[config.mk]
export PLATFORM = sky130hd
export DESIGN_NAME = fir_out_sink
export DESIGN_NICKNAME = d
export VERILOG_FILES = /design/src/rtl/fir_out_sink.sv
export SDC_FILE = /design/constraint.sdc
export NUM_CORES = 1
export LEC_CHECK = 0
export BUFFER_PORTS_ARGS = -buffer_cell sky130_fd_sc_hd__clkbuf_2
export CORE_ASPECT_RATIO = 0.5
export CORE_MARGIN = 5
export CORE_UTILIZATION = 30
export DETAILED_ROUTE_END_ITERATION = 8
export HOLD_SLACK_MARGIN = 0.1
export PLACE_DENSITY = 0.46
export SYNTH_ARGS = -nofsm -noshare
export SYNTH_HDL_FRONTEND = slang
export SYNTH_SLANG_ARGS = --single-unit
export TNS_END_PERCENT = 20
[constraint.sdc]
create_clock -name clk -period 8.6 [get_ports clk]
set_input_delay 0.43 -clock clk [delete_from_list [all_inputs] [get_ports clk]]
set_output_delay 0.43 -clock clk [all_outputs]
set_load 0.01 [all_outputs]
[src/rtl/fir_out_sink.sv]
// fir_out_sink: round/saturate FIR results into a show-ahead FIFO with sat/drop counters; ports clk, rst, fir_valid/fir_data in, dout_valid/dout_ready/dout out, level, sat_cnt, drop_cnt, cnt_clr
module fir_out_sink #(
  parameter int IN_W  = 29,
  parameter int OUT_W = 12,
  parameter int SHIFT = 11,
  parameter int DEPTH = 8,
  parameter int CNT_W = 16,
  localparam int AW = $clog2(DEPTH),
  localparam int LW = AW + 1
) (
  input  logic             clk,
  input  logic             rst,
  input  logic             fir_valid,
  input  logic [IN_W-1:0]  fir_data,
  output logic             dout_valid,
  input  logic             dout_ready,
  output logic [OUT_W-1:0] dout,
  output logic [LW-1:0]    level,
  output logic [CNT_W-1:0] sat_cnt,
  output logic [CNT_W-1:0] drop_cnt,
  input  logic             cnt_clr
);
  localparam int RW = IN_W + 1 - SHIFT;
  localparam logic [IN_W:0] HALF = {{IN_W{1'b0}}, 1'b1} << (SHIFT - 1);
  logic [IN_W:0] sum;
  logic [RW-1:0] r1_q, r1_d;
  logic v1_q, v1_d, v2_q, v2_d, sat2_q, sat2_d, sat;
  logic [OUT_W-1:0] d2_q, d2_d;
  logic [OUT_W-1:0] mem_q [DEPTH];
  logic [AW-1:0] wr_q, wr_d, rd_q, rd_d;
  logic [LW-1:0] level_q, level_d;
  logic [CNT_W-1:0] sat_cnt_q, sat_cnt_d, drop_cnt_q, drop_cnt_d;
  logic push, pop, drop;
  always_comb begin
    sum = {1'b0, fir_data} + HALF;
    r1_d = fir_valid ? sum[IN_W:SHIFT] : r1_q;
    v1_d = fir_valid;
    // RW'() of the all-ones max is harmless when RW <= OUT_W: r can never exceed it then
    sat = r1_q > RW'({OUT_W{1'b1}});
    d2_d = sat ? {OUT_W{1'b1}} : OUT_W'(r1_q);
    sat2_d = sat;
    v2_d = v1_q;
    pop = dout_valid & dout_ready;
    // a full FIFO still takes the write when the head leaves in the same cycle
    push = v2_q & ((level_q != LW'(DEPTH)) | pop);
    drop = v2_q & ~push;
    wr_d = wr_q + AW'(push);
    rd_d = rd_q + AW'(pop);
    level_d = level_q + LW'(push) - LW'(pop);
    sat_cnt_d = cnt_clr ? '0 : (v2_q & sat2_q & ~&sat_cnt_q) ? sat_cnt_q + CNT_W'(1) : sat_cnt_q;
    drop_cnt_d = cnt_clr ? '0 : (drop & ~&drop_cnt_q) ? drop_cnt_q + CNT_W'(1) : drop_cnt_q;
  end
  always_ff @(posedge clk or posedge rst) begin
    if (rst) begin
      r1_q <= '0;
      v1_q <= 1'b0;
      d2_q <= '0;
      sat2_q <= 1'b0;
      v2_q <= 1'b0;
      wr_q <= '0;
      rd_q <= '0;
      level_q <= '0;
      sat_cnt_q <= '0;
      drop_cnt_q <= '0;
    end else begin
      r1_q <= r1_d;
      v1_q <= v1_d;
      d2_q <= d2_d;
      sat2_q <= sat2_d;
      v2_q <= v2_d;
      wr_q <= wr_d;
      rd_q <= rd_d;
      level_q <= level_d;
      sat_cnt_q <= sat_cnt_d;
      drop_cnt_q <= drop_cnt_d;
    end
  end
  always_ff @(posedge clk or posedge rst) begin
    if (rst) begin
      for (int i = 0; i < DEPTH; i++) mem_q[i] <= '0;
    end else if (push) begin
      mem_q[wr_q] <= d2_q;
    end
  end
  assign dout_valid = level_q != '0;
  assign dout = mem_q[rd_q];
  assign level = level_q;
  assign sat_cnt = sat_cnt_q;
  assign drop_cnt = drop_cnt_q;
endmodule

==> impl_metrics.ini, run 1 <==
[global_route]
antenna_found_initial = 1
grt_pass1_vias = 5397
grt_overflow = 0
grt_max_degree = 98
grt_use_total = 0.125
grt_pass1_wl_mm = 30.6

[worst_setup_path]
crit_required_ns = 8.92
end_kind = register
cp-start-kind = register
criticalPathCategory = reg2reg
worstRegToRegCells = 6
reg2reg_to = mem_q[77]
reg2reg_from = level[2]
r2r_setup_slack_ns = 5.82
critPathMaxFanout = 12
arrival_ns = 3.10

[synth]
yosysTopAreaCellShare = 0.529
syn-num-nets = 685
yosys.area.top_type = dfrtp_1
ys_seq_elements = 172
yosysSeqAreaShare = 0.529
synth_cells = 637
synth_area_mm2 = 0.00814
synth_area_leaders = dfrtp_1, mux2_2, mux4_2, a21oi_1, ha_1
synth.yosys.warnings = 0
ys_types = 36
avgSynthCellArea_um2 = 12.8

[clock_tree]
clkSinkCount = 172
clkTransAtPathRegs_ns = 0.07
postCtsSetupRepairBufs = 0
cts_buffers = 17
h-tree-depth = 4
cts_tree = built
clock_latency_ns = 0.44
postCtsHoldBufs = 0
ctsResizeCount = 0
cts_root_buffer = clkbuf_16
cts_buffer_depth = 2

[power]
power.density_mw_per_mm2 = 287
vdd_drop_max_v = 0.000170
p_comb_frac = 0.282
power_mw = 2.70
p_seq_frac = 0.440
swShare = 0.311
p_leak_nw = 3.44
clkPwrFrac = 0.278
power_switching_uw = 839
p_int_mw = 1.86

[sta]
fmax_ghz = 0.360
tns_ns = 0
fin_hold_ws_ns = 0.177
final-hold-violation-count = 0
maxSlewViolCount = 0
worst_pin_slew_ns = 0.975
period_share = 0.323
setup_ws_ns = 5.82
clock_skew_ns = 0.0134
relSlewSlack = 0.350
rsz0062_at_grt = false
layout_min_cycle_time_ns = 2.78
setup_viol = 0

[outcome]
run_status = finished, final reports clean

[floorplanning]
pin_count = 83
die_area_mm2 = 0.0307
die_w_um = 243
initial_core_util = 0.306
rows = 42
core_area_mm2 = 0.0266
die_y_um = 126

[final_layout]
fillers = 2638
antennaDiodeCount = 0
multiInputGateArea_mm2 = 0.00365
drive_above_1_share = 0.371
nets = 747
synthToLayoutAreaGrowth_pct = 15.5
seq_area_mm2 = 0.00430

[routing]
routed_wl_mm = 18.5
drt_first_pass_iters = 4
drc = 0
wl_per_cell_um = 17.4
ant_nets = 0
viasPerCell = 4.95
drt_iter0_drc = 329
via_count = 5262

[flow_run]
max-cap-violations = 0

[place]
pre_cts_ws_ns = 5.79
finalWeightedCongestion = 0.704
portBuffers = 72
dpl.hpwl_mm = 11.9

[hold_path]
hp-class = in2async
-- worst max-delay path by stage --
stage             start        end  slack, ns  cells past startpoint
6_report       level[2]  mem_q[77]       5.82                      6
3_3_place_gp   level[2]  mem_q[77]       5.82                      6
5_1_grt        level[3]  mem_q[79]       5.59                      6
4_1_cts        level[2]  mem_q[72]       5.75                      6
2_1_floorplan       rst    d2_q[0]       3.51                      1
3_5_place_dp   level[2]  mem_q[72]       5.79                      6
-- Yosys cell counts (all sizes together) --
| master | count |
|---|---|
| nand2 | 20 |
| or4 | 17 |
| clkbuf | 18 |
| nor2b | 11 |
| and4 | 14 |
| and4b | 2 |
| a21oi | 35 |
| nor4 | 10 |
| o21ai | 7 |
| or2 | 13 |
| nand4 | 11 |
| or3 | 7 |
| nor2 | 31 |
| xor2 | 10 |
| nor4b | 2 |
| inv | 13 |
| nand3b | 2 |
| nand3 | 21 |
| xnor2 | 7 |
| mux4 | 24 |
| fa | 1 |
| buf | 14 |
| ha | 13 |
| and2 | 2 |
| mux2 | 120 |
| a31oi | 5 |
| and3 | 8 |
| nand2b | 1 |
| a21o | 1 |
| o31ai | 18 |
| a41oi | 1 |
| nor3 | 4 |
| dfrtp | 172 |
| a311oi | 2 |
-- final cells by class --
cell class / instances / area share
timing repair buffer: 75 / 0.0407
sequential: 172 / 0.458
multi-input combinational: 420 / 0.388
tap: 352 / 0.0469
clock inverter: 15 / 0.0154
inverter: 13 / 0.00572
clock buffer: 17 / 0.0453
-- metal layers --
| layer | global-route usage | wire length, um | vias up |
|---|---|---|---|
| met5 | 0 | 0 | - |
| met3 | 0.0294 | 468 | 16 |
| met4 | 0.0380 | 246 | 0 |
| met1 | 0.179 | 9610 | 2673 |
| li1 | - | - | 2516 |
| met2 | 0.191 | 8210 | 57 |
-- kinds of logic (layout without fill, tap and decap cells) --
| logic type | count (synthesis) | after routing | synth area share |
|---|---|---|---|
| AO/OA/AOI/OAI | 69 | 69 | 0.0504 |
| XOR/XNOR | 17 | 17 | 0.0183 |
| adder cells (fa/ha/maj) | 14 | 14 | 0.0225 |
| buffers and inverters | 45 | 120 | 0.0226 |
| flip-flops | 172 | 172 | 0.529 |
| multiplexers | 144 | 144 | 0.233 |
| AND/OR/NAND/NOR | 176 | 176 | 0.125 |
-- state kept, by name, summed over array words and instances (netlist names) --
register / cells
sat2_q: 1
d2_q: 12
v1_q: 1
wr_q: 3
drop_cnt: 16
r1_q: 19
v2_q: 1
sat_cnt: 16
mem_q: 96
rd_q: 3
level: 4
-- through the flow --
step            util  cells  area (um^2)
3_3_place_gp   0.332   1032         8830
4_1_cts        0.353   1064         9400
6_report       0.353   1064         9400
3_5_place_dp   0.332   1032         8830
5_1_grt        0.353   1064         9400
2_1_floorplan      -    637         8140
-- worst max-delay path, cell delays in order (launching register included) --
cell      delay, ns
dfrtp_1        0.35
inv_1          0.08
ha_1           0.20
nand2b_1       0.19
a311oi_1       0.55
nand3b_1       0.76
mux2_2         0.53
-- cell usage in the layout, fill, tap and decap left out, drive strengths merged, types with 14 or more instances in the layout --
cell type,Yosys,routed
nand2,20,20
inv,13,21
or4,17,17
nor2,31,31
clkbuf,18,89
and4,14,14
a21oi,35,35
dfrtp,172,172
nand3,21,21
mux4,24,24
o31ai,18,18
mux2,120,120
-- power groups by stage --
stage	logic (mW)	registers (mW)	clock network [mW]
final	0.761	1.19	0.752
after CTS	0.784	1.19	0.780
after detailed placement	0.782	1.21	0
after global placement	0.769	1.20	0
after floorplan	0.608	1.14	0
after global routing	0.839	1.22	0.804
Power figures use the tool's default switching activity.
==> run 2, diff against run 1 <==
- clock period: 8.6 -> 2.8 ns (I/O delays scaled with it)
==> impl_metrics.ini, run 2 (synthesis results as in run 1) <==
[outcome]
run_status = finished, final reports clean

[power]
power_mw = 8.47
p_leak_nw = 3.60
vdd_drop_max_v = 0.000386
power.density_mw_per_mm2 = 870

[global_route]
grt_pass1_vias = 5466
grt_max_degree = 82
grt_pass1_wl_mm = 30.8
grt_use_total = 0.125
grtUsageMet2 = 0.186
antenna_found_initial = 0
met3_usage = 0.0256
grt_overflow = 0
busiest_layer = met2
grt_use_met1 = 0.185

[final_layout]
most-common-layout-cells = dfrtp_1, mux2_2, clkbuf_2, a21oi_1, nor2_1
drive_above_1_share = 0.372
regMostFlops = mem_q
synthToLayoutAreaGrowth_pct = 19.7
antennaDiodeCount = 0
reg_top3 = mem_q: 96 flops, r1_q: 19 flops
nets = 780
largest_register_ff_count = 96
layout_commonest_cell = dfrtp_1

[sta]
fmax_ghz = 0.419
tns_ns = 0
fin_hold_ws_ns = 0.133
maxSlewViolCount = 0
layout_min_cycle_time_ns = 2.39
rsz0062_at_grt = false
relSlewSlack = 0.420
setup_viol = 0
worst_pin_slew_ns = 0.870
clock_skew_ns = 0.0121
period_share = 0.852
final-hold-violation-count = 0

[worst_setup_path]
arrival_ns = 2.25
crit_required_ns = 2.66
criticalPathCategory = reg2out
end_kind = output port
cp-start-kind = register
critPathMaxFanout = 25

[routing]
drc = 0
wl_per_cell_um = 17.2
ant_nets = 0
via_count = 5414
routed_wl_mm = 18.9
viasPerCell = 4.94
drt_iter0_drc = 419
drt_first_pass_iters = 4

[clock_tree]
cts_tree = built
clkSinkCount = 172
clkTransAtPathRegs_ns = 0.07
postCtsSetupRepairBufs = 0
cts_buffer_depth = 2
h-tree-depth = 4
cts_root_buffer = clkbuf_16
cts_buffers = 17
clock_latency_ns = 0.44

[floorplanning]
die_area_mm2 = 0.0307
die_w_um = 243
core_area_mm2 = 0.0266
rows = 42
die_y_um = 126
initial_core_util = 0.306
pin_count = 83

[place]
portBuffers = 72
dpl.hpwl_mm = 12.2
finalWeightedCongestion = 0.737

[flow_run]
max-cap-violations = 0

[hold_path]
hp-class = in2reg
[run 2: final cells by class]
type | instances | area [um^2]
multi-input combinational | 420 | 3650
clock inverter | 14 | 148
clock buffer | 18 | 439
inverter | 13 | 52.6
fill | 2578 | 16900
timing repair buffer | 108 | 706
sequential | 172 | 4300
tap | 352 | 440
[run 2: path summary, 6_finish.rpt]
path,slack (ns),from,to,depth (start not counted)
setup / recovery,0.41,rd_q[0],dout[11],4
hold / removal,0.13,dout_ready,rd_q[0],3
setup reg to reg,0.45,level[2],mem_q[29],7
hold reg to reg,0.47,r1_q[8],d2_q[8],1
max in group asynchronous,1.78,rst,drop_cnt[9],4
min in group asynchronous,0.24,rst,r1_q[7],3
[run 2: through the flow]
step / std cells / setup slack, ns / utilization / cell area [um^2]
4_1_cts: 1097 / 0.330 / 0.366 / 9740
3_3_place_gp: 1045 / 0.527 / 0.337 / 8950
3_5_place_dp: 1045 / 0.459 / 0.337 / 8950
5_1_grt: 1097 / 0.255 / 0.366 / 9740
2_1_floorplan: 637 / 0.463 / - / 8140
6_report: 1097 / 0.414 / 0.366 / 9740
[run 2: report_power, final]
| group | internal [mW] | switching, mW |
|---|---|---|
| registers | 3.20 | 0.426 |
| clock network | 1.29 | 1.10 |
| logic | 1.40 | 1.06 |
| total | 5.88 | 2.58 |
[run 2: worst max-delay path, stage by stage (launching register included)]
cell and delay (ns):
dfrtp_1 0.32, buf_4 0.45, mux4_2 0.58, mux2_2 0.31
clkbuf_2 0.14
[run 2: what timing repair did]
| item | 4_1_cts | 5_1_grt |
|---|---|---|
| endpoints found under the hold margin | 79 | 0 |
| resized for setup | 0 | 0 |
| hold buffers | 20 | 0 |
| setup endpoints to repair | 0 | 0 |
[run 2: per-layer routing]
metal | vias to the layer above | routed length (um)
li1 | 2559 | -
met1 | 2751 | 9750
met2 | 92 | 8330
met3 | 12 | 600
met4 | 0 | 211
met5 | - | 0
